$ cat config.mk
export PLATFORM = sky130hd
export DESIGN_NAME = alien_hit_detector
export DESIGN_NICKNAME = d
export VERILOG_FILES = /design/src/rtl/invaders_pkg.sv /design/src/rtl/box_overlap.sv /design/src/rtl/alien_hit_detector.sv
export SDC_FILE = /design/constraint.sdc
export NUM_CORES = 1
export LEC_CHECK = 0
export CORE_ASPECT_RATIO = 2
export CORE_MARGIN = 4
export CORE_UTILIZATION = 40
export DETAILED_ROUTE_END_ITERATION = 7
export PLACE_DENSITY_LB_ADDON = 0.3
export SETUP_SLACK_MARGIN = 0.4
export SYNTH_ARGS = -nofsm -noshare
export SYNTH_HDL_FRONTEND = slang
export SYNTH_SLANG_ARGS = --single-unit
$ cat constraint.sdc
create_clock -name clk_100MHz -period 8.9 [get_ports clk_100MHz]
set_clock_uncertainty 0.05 [all_clocks]
set_input_delay 1.78 -clock clk_100MHz [delete_from_list [all_inputs] [get_ports clk_100MHz]]
set_output_delay 1.78 -clock clk_100MHz [all_outputs]
set_load 0.02 [all_outputs]
$ cat src/rtl/invaders_pkg.sv
// Shared constants and types for the invaders formation logic.
//   Formation geometry (rows, columns, sprite sizes, pitches), bullet size,
//   coordinate/index widths and the hit-detector scan state encoding.
package invaders_pkg;

   localparam int unsigned ROWS       = 5;
   localparam int unsigned COLS       = 8;
   localparam int unsigned ALIEN_W    = 16;
   localparam int unsigned ALIEN_H    = 16;
   localparam int unsigned PITCH_X    = 24;
   localparam int unsigned PITCH_Y    = 20;
   localparam int unsigned BULLET_W   = 2;
   localparam int unsigned BULLET_H   = 8;

   localparam int unsigned NUM_ALIENS = ROWS * COLS;

   localparam int unsigned COORD_W    = 10;           // screen coordinate width
   localparam int unsigned SUM_W      = COORD_W + 1;  // cell origins / box sums
   localparam int unsigned ROW_W      = 3;
   localparam int unsigned COL_W      = 3;
   localparam int unsigned IDX_W      = 6;
   localparam int unsigned CNT_W      = 6;

   typedef enum logic [1:0] {
      ST_IDLE,
      ST_SCAN,
      ST_HIT
   } scan_state_t;

endpackage

$ cat src/rtl/box_overlap.sv
// Strict axis-aligned overlap test between two boxes.
//   a_x/a_y/a_w/a_h : box A top-left and size
//   b_x/b_y/b_w/b_h : box B top-left and size
//   overlap         : 1 when the boxes share at least one pixel
// Sums are widened by one bit so they never wrap.
module box_overlap #(
   parameter int unsigned W = 11
) (
   input  logic [W-1:0] a_x,
   input  logic [W-1:0] a_y,
   input  logic [W-1:0] a_w,
   input  logic [W-1:0] a_h,
   input  logic [W-1:0] b_x,
   input  logic [W-1:0] b_y,
   input  logic [W-1:0] b_w,
   input  logic [W-1:0] b_h,
   output logic         overlap
);

   logic [W:0] a_x_end, a_y_end, b_x_end, b_y_end;

   always_comb begin
      a_x_end = {1'b0, a_x} + {1'b0, a_w};
      a_y_end = {1'b0, a_y} + {1'b0, a_h};
      b_x_end = {1'b0, b_x} + {1'b0, b_w};
      b_y_end = {1'b0, b_y} + {1'b0, b_h};
      overlap = ({1'b0, a_x} < b_x_end) && (a_x_end > {1'b0, b_x}) &&
                ({1'b0, a_y} < b_y_end) && (a_y_end > {1'b0, b_y});
   end

endmodule

$ cat src/rtl/alien_hit_detector.sv
// Alien formation hit detector.
//   Owns the alive bitmap of the formation. On each frame_tick with a bullet
//   in flight it scans cells one per cycle (row-major) against the bullet
//   box; the first live overlapping cell is killed and alien_hit/bullet_clear
//   pulse for one cycle.
// Ports:
//   clk_100MHz, reset        : clock, synchronous active-high reset
//   frame_tick               : starts a scan (ignored while busy)
//   bullet_active/x/y        : player bullet state
//   grid_x/grid_y            : formation origin (cell r0c0 top-left)
//   wave_reload              : revive all aliens, abort any scan
//   alien_hit, bullet_clear  : one-cycle kill pulses
//   hit_row, hit_col         : location of last kill
//   alive_mask               : bit r*COLS+c set when alive
//   aliens_remaining         : alive count; all_cleared when zero
//   busy                     : scan in progress
module alien_hit_detector
   import invaders_pkg::*;
(
   input  logic                    clk_100MHz,
   input  logic                    reset,
   input  logic                    frame_tick,
   input  logic                    bullet_active,
   input  logic [COORD_W-1:0]      bullet_x,
   input  logic [COORD_W-1:0]      bullet_y,
   input  logic [COORD_W-1:0]      grid_x,
   input  logic [COORD_W-1:0]      grid_y,
   input  logic                    wave_reload,
   output logic                    alien_hit,
   output logic                    bullet_clear,
   output logic [ROW_W-1:0]        hit_row,
   output logic [COL_W-1:0]        hit_col,
   output logic [NUM_ALIENS-1:0]   alive_mask,
   output logic [CNT_W-1:0]        aliens_remaining,
   output logic                    all_cleared,
   output logic                    busy
);

   scan_state_t state, state_next;

   logic [COORD_W-1:0] bx_q, by_q, gx_q;
   logic [SUM_W-1:0]   cell_x, cell_y;
   logic [ROW_W-1:0]   row_q;
   logic [COL_W-1:0]   col_q;
   logic [IDX_W-1:0]   idx_q;
   logic               scan_start;
   logic               cell_overlap;
   logic               cell_hit;
   logic               last_cell;

   assign all_cleared = (aliens_remaining == '0);

   box_overlap #(.W(SUM_W)) u_overlap (
      .a_x     ({1'b0, bx_q}),
      .a_y     ({1'b0, by_q}),
      .a_w     (SUM_W'(BULLET_W)),
      .a_h     (SUM_W'(BULLET_H)),
      .b_x     (cell_x),
      .b_y     (cell_y),
      .b_w     (SUM_W'(ALIEN_W)),
      .b_h     (SUM_W'(ALIEN_H)),
      .overlap (cell_overlap)
   );

   always_comb begin
      scan_start = (state == ST_IDLE) && frame_tick && bullet_active && !all_cleared;
      cell_hit   = (state == ST_SCAN) && cell_overlap && alive_mask[idx_q];
      last_cell  = (idx_q == IDX_W'(NUM_ALIENS - 1));
   end

   // State register; wave_reload aborts any scan without a pulse.
   always_ff @(posedge clk_100MHz) begin
      if (reset)            state <= ST_IDLE;
      else if (wave_reload) state <= ST_IDLE;
      else                  state <= state_next;
   end

   always_comb begin
      state_next = state;
      unique case (state)
         ST_IDLE: if (scan_start) state_next = ST_SCAN;
         ST_SCAN: begin
            if (cell_hit)       state_next = ST_HIT;
            else if (last_cell) state_next = ST_IDLE;
         end
         ST_HIT:  state_next = ST_IDLE;
         default: state_next = ST_IDLE;
      endcase
   end

   always_comb begin
      alien_hit    = (state == ST_HIT);
      bullet_clear = (state == ST_HIT);
      busy         = (state != ST_IDLE);
   end

   // Datapath: snapshots, running cell-origin accumulators and the bitmap.
   // The column accumulator rewinds to the snapshotted grid x at each row end.
   always_ff @(posedge clk_100MHz) begin
      if (reset) begin
         alive_mask       <= '1;
         aliens_remaining <= CNT_W'(NUM_ALIENS);
         hit_row          <= '0;
         hit_col          <= '0;
         bx_q             <= '0;
         by_q             <= '0;
         gx_q             <= '0;
         cell_x           <= '0;
         cell_y           <= '0;
         row_q            <= '0;
         col_q            <= '0;
         idx_q            <= '0;
      end else if (wave_reload) begin
         alive_mask       <= '1;
         aliens_remaining <= CNT_W'(NUM_ALIENS);
      end else if (scan_start) begin
         bx_q   <= bullet_x;
         by_q   <= bullet_y;
         gx_q   <= grid_x;
         cell_x <= {1'b0, grid_x};
         cell_y <= {1'b0, grid_y};
         row_q  <= '0;
         col_q  <= '0;
         idx_q  <= '0;
      end else if (state == ST_SCAN) begin
         if (cell_hit) begin
            alive_mask[idx_q] <= 1'b0;
            aliens_remaining  <= aliens_remaining - 1'b1;
            hit_row           <= row_q;
            hit_col           <= col_q;
         end else begin
            idx_q <= idx_q + 1'b1;
            if (col_q == COL_W'(COLS - 1)) begin
               col_q  <= '0;
               cell_x <= {1'b0, gx_q};
               row_q  <= row_q + 1'b1;
               cell_y <= cell_y + SUM_W'(PITCH_Y);
            end else begin
               col_q  <= col_q + 1'b1;
               cell_x <= cell_x + SUM_W'(PITCH_X);
            end
         end
      end
   end

endmodule

* After elaboration in Yosys (flattened, before gate mapping)
Index checks and enable logic that the tools add are counted.
Word-level totals: input port bits 45, output and inout bits 56, logic and storage cells 89, register bits after elaboration 118
Operators by class: equal/unequal tests 7, $lt $le $gt $ge 6, $add $sub $neg 10, muxes and demuxes 27, bitwise gates (word level) 4, reduce and logical (&&, ||, !) cells 22
Operator list (count):
- $mux W11 | 8
- $and A40 B40 Y40 | 1
- $not A40 Y40 | 1
- $add A11 B5 Y12 const B | 2
- $gt A12 B11 Y1 | 2
- $lt A10 B12 Y1 | 2
- $mux W3 | 8
- $add A11 B5 Y11 const B | 2
- $mux W6 | 3
- $add A10 B2 Y11 const B | 1
- $add A10 B4 Y11 const B | 1
- $logic_and A1 B1 Y1 | 9
- $reduce_and A4 Y1 | 2
- $lt A6 B7 Y1 const B | 1
- $add A3 B1 Y3 const B | 2
- $add A6 B1 Y6 const B | 1
- $bmux W1 S6 | 1
- $demux W1 S6 | 1
- $eq A6 B6 Y1 const B | 1
- $ge A6 B1 Y1 const B | 1
- $logic_not A6 Y1 | 1
- $mux W2 | 3
- $reduce_and A3 Y1 | 2
- $reduce_bool A2 Y1 | 3
- 13 further kinds | 17

* Logic depth before layout (Yosys ltp)
depth in word-level cells 10, gate-level depth with buffers 16

* Hierarchy
A second synthesis with hierarchy kept.
Second synthesis, totals: cell total of the unflattened synthesis 1023, area, all modules 8201.6 um2
Modules (own cells, without submodules):
- alien_hit_detector | sequential area each 2362.3 um2, area an instance 5406.4 um2, cells each 656, times used 1
- box_overlap | sequential area each 0.0 um2, area an instance 2795.2 um2, cells each 367, times used 1

* Worst setup path after synthesis
Ideal clock, no wire load.
path type in2reg, start input port bullet_active, end register bx_q[0], slack 5.551 ns, path buffers 3, arrival time 3.228 ns, required time 8.780 ns, cell stages on the path 8, cells stage by stage nand2_1 or3_1 clkbuf_1 nor2_1 clkbuf_1 buf_1 nand2_1 a21oi_1
On the way: cells in the longest elaborated chain, start to end 3
RTL lines:
- start, declared | RTL line alien_hit_detector.sv:23 | input logic bullet_active,
- $logic_and A1 B1 Y1 (2 in a row) | RTL line alien_hit_detector.sv:66 | scan_start = (state == ST_IDLE) && frame_tick && bullet_active && !all_cleared;
- $reduce_and A2 Y1 (no line)
- end signal, assigned | RTL line alien_hit_detector.sv:117 | bx_q <= bullet_x;
- end, declared | RTL line alien_hit_detector.sv:41 | logic [COORD_W-1:0] bx_q, by_q, gx_q;
No other way between the ends. A chain may end at the register's enable or synchronous reset.

* Worst setup path after layout
start register aliens_remaining[0], end output port all_cleared
On the way: cells in the longest elaborated chain, start to end 1
RTL lines:
- start, declared | RTL line alien_hit_detector.sv:34 | output logic [CNT_W-1:0] aliens_remaining,
- start signal, assigned | RTL line alien_hit_detector.sv:102 | aliens_remaining <= CNT_W'(NUM_ALIENS);
- start signal, assigned | RTL line alien_hit_detector.sv:115 | aliens_remaining <= CNT_W'(NUM_ALIENS);
- start signal, assigned | RTL line alien_hit_detector.sv:128 | aliens_remaining <= aliens_remaining - 1'b1;
- $logic_not A6 Y1 | RTL line alien_hit_detector.sv:51 | assign all_cleared = (aliens_remaining == '0);
- end, declared | RTL line alien_hit_detector.sv:35 | output logic all_cleared,
No other way between the ends.

==> impl_results.md <==
* Int Pwr at slightly above 1000 uW
* DIE AREA at around 0.019 mm^2
* Critical R2R Launch: bx_q[1]$_SDFFE_PP0P_
* Post-CTS sizing at 0
* Crit Path Max Fanout at 3
* Sequential cell area fraction in the yosys report at a little over a third
* Unrepaired setup endpoints after global routing: no
* Port Buffers at 100
* Routing usage on met1 at 23.50%
* Clk_lat worst skew at ~0.42 ns
* Setup Fix Bufs, Post-CTS at 0
* Initial antenna violation count at 0
* Pwr dens at ~170 mW/mm^2
* CP Cell Sequence: inv_1 -> ha_1 -> nand2b_1 -> nor4_1 -> clkdlybuf4s50_1
* Initial DRT Pass Iterations at 5
* Critical path depth at 5
* Commonest non-fill, non-tap cells in the layout: nand2_1 (148), dfxtp_1 (118), clkdlybuf4s50_1 (99), a21oi_1 (80), ha_1 (51)
* GP Congestion at just over 0.9
* Worst setup path category: register to output pin
* First-pass GRT wire length at about 33,000 um
* GR Util met2 at 42.07%
* Drt drc at 0
* DRT antenna net count at 0
* Mapped Cells at roughly 800
* Iter 0 DRT Violations at about 410
* Switching part of the total power at 26.08%
* Post-CTS Hold Buffers at 0
* Worst setup EP type: output pin
* Slowest cell on crit path: clkdlybuf4s50_1
* Rel. slew slack at a little under two fifths
* Setup_tns at 0 ns
* Avg Vias per Cell at ~5.7
* #FFs+latches synth at between 100 and 150
* Hold Fails Final Rpt at 0
* Status: complete, no violations
* Hold Path Class: register to register
* Busiest grt layer: met2
* WP buf/inv at 2
* Worst endpoint required time at ~7 ns
* CTS Buf Count at 17
* Final setup violation count at 0
* Cell row count at 66
* Synth async-reset ratio at 0%
* Routed WL at ~21,000 um
* Hold depth at 2
* VDD IR max at 0.0001279 V
* Total power at 1378 uW
* Reg2reg end: idx_q[3]$_SDFFE_PP0P_
* Syn_nets at 910
* Reg2Reg Depth at 14
* Clk slew on worst S/H paths at ~0.06 ns
* R2r setup slk at 4.92 ns
* Post-synthesis cell area at 0.006644 mm^2
* Met3 usage at about 3.3%
* CP top delay family: buffers and inverters
* Arrival time at the worst endpoint at approximately 2.4 ns
* CTS Buffer Depth at 2
* Synth Flop Type: dfxtp_1
* Most common cell after layout, fill and taps aside: nand2_1
* Lkg Pwr at ~0.003 uW
* Number of synthesized flops with an enable pin at 0
* Nets at 984
* Largest net degree at the start of global routing at 73
* Worst Tran Pin Value at between 0.9 and 1 ns
* Yosys cell types at 61
* DP HPWL at ~15,000 um
* Max Freq at between 200 and 250 MHz
* Pre-CTS WS at 4.677 ns
* CORE AREA at around 0.016 mm^2
* Sw power at ~360 uW
* Share of layout cells above drive strength 1 at between 7 and 8%
* Via Count at around 6,300
* Die Ht at between 150 and 200 um
* Cell at the root of the clock tree: clkbuf_16
* Vias in the first global route at ~6,500
* H-tree depth at 4
* Comb power frac at between 10% and 20%
* Die Wd at between 90 and 100 um
* Total GRT Usage at about 22%
* Area Growth Syn to Fin at 25.46%
* Initial Util at 40.84%
* Syn. warnings at 0
* Routed WL per cell at between 15 and 20 um
* Period utilization at a little under half
* Total gr overflow at 0
* Syn Area/Cell at 8.162 um^2
* Clk sinks at about 120
* CP max stage delay at about 0.74 ns
* Reg power frac at between 40% and 50%
* Ant diodes at 0
* Fin. max-slew vios at 0
* Hold EP: by_q[0]$_SDFFE_PP0P_
* Min-delay src: by_q[0]$_SDFFE_PP0P_
* I/O Pins at about 100
* Startpoint Class: register
* CTS tree: done
* Tmin final at between 4 and 5 ns
* Clock share of power at a little under 50%
* Fin worst setup slack at between 4 and 5 ns
* Maxcap violations at 0
## worst max-delay path by stage
stage,from,to
after floorplan,bullet_active,bx_q[0]$_SDFFE_PP0P_
after global placement,bullet_active,cell_x[7]$_SDFFE_PP0P_
after detailed placement,bullet_active,cell_x[7]$_SDFFE_PP0P_
after CTS,aliens_remaining[0]$_SDFFE_PP0P_,all_cleared
after global routing,aliens_remaining[0]$_SDFFE_PP0P_,all_cleared
final,aliens_remaining[0]$_SDFFE_PP0P_,all_cleared
## Yosys cell counts, types with 10 or more instances
master | n | area, um^2
or3_1 | 14 | 87.58
clkbuf_1 | 37 | 138.9
nor3_1 | 13 | 65.06
nor2_1 | 30 | 112.6
nand2_1 | 148 | 555.5
and3_1 | 10 | 62.56
inv_1 | 33 | 123.9
nand3_1 | 33 | 165.2
o21ai_0 | 22 | 110.1
a21o_1 | 10 | 75.07
ha_1 | 51 | 638.1
xnor2_1 | 21 | 183.9
o31ai_1 | 46 | 345.3
a21oi_1 | 80 | 400.4
a211oi_1 | 10 | 75.07
dfxtp_1 | 118 | 2362
buf_2 | 12 | 60.06
## per-layer routing
metal | vias to the layer above | wire (um) | part of all wire (%)
met5 | - | 0 | 0
met4 | 0 | 914 | 4.4
met3 | 55 | 720 | 3.5
met2 | 179 | 11430 | 55
met1 | 2997 | 7688 | 37
li1 | 3081 | - | -
## metrics by stage
step	std cells	cell area [um^2]	utilization, %	hold slack, ns
floorplan	814	6644	-	0.3819
global placement	1073	7745	47.61	0.3881
detailed placement	1073	7745	47.61	0.3977
CTS	1105	8335	51.24	0.4057
global route	1105	8335	51.24	0.4355
finish	1105	8335	51.24	0.4056
## cell type report
type                       count  area, um^2
tap                          204       255.2
multi-input combinational    607        3929
clock inverter                14       151.4
timing repair buffer         110        1071
fill                        1519        7933
sequential                   118        2362
clock buffer                  18       439.2
inverter                      34       127.6
## worst reg2reg max path: stages, from the launching register on
cell	delay, ns
dfxtp_1	0.44
ha_1	0.23
nand3_1	0.14
nor2_1	0.20
nand3_1	0.14
xnor2_1	0.16
ha_1	0.30
nand3_1	0.15
nor3_1	0.11
nor2_1	0.16
o2111ai_2	0.15
or4_4	0.56
o31ai_4	0.60
nand2_1	0.21
a311oi_1	0.29
## registers in the layout (all words and copies together) (netlist names)
register	count
alive_mask	40
cell_x	11
cell_y	11
bx_q	10
by_q	10
gx_q	10
aliens_remaining	6
idx_q	6
col_q	3
hit_col	3
hit_row	3
row_q	3
state	2
## kinds of logic after synthesis
| logic type | Yosys count | share of synthesized area [%] |
|---|---|---|
| buffers and inverters | 89 | 5.480 |
| AO/OA/AOI/OAI | 225 | 22.35 |
| adder cells (fa/ha/maj) | 51 | 9.604 |
| multiplexers | 11 | 2.825 |
| flip-flops | 118 | 35.56 |
| AND/OR/NAND/NOR | 292 | 20.49 |
| XOR/XNOR | 28 | 3.691 |
## power groups by stage
stage	sequential [uW]	combinational (uW)	clock, uW
6_report	551	141	685
5_1_grt	552	157	715
2_1_floorplan	558	88.9	0
3_3_place_gp	563	137	0
4_1_cts	551	141	692
3_5_place_dp	563	139	0
No activity file was read; power rests on OpenSTA's default activity.
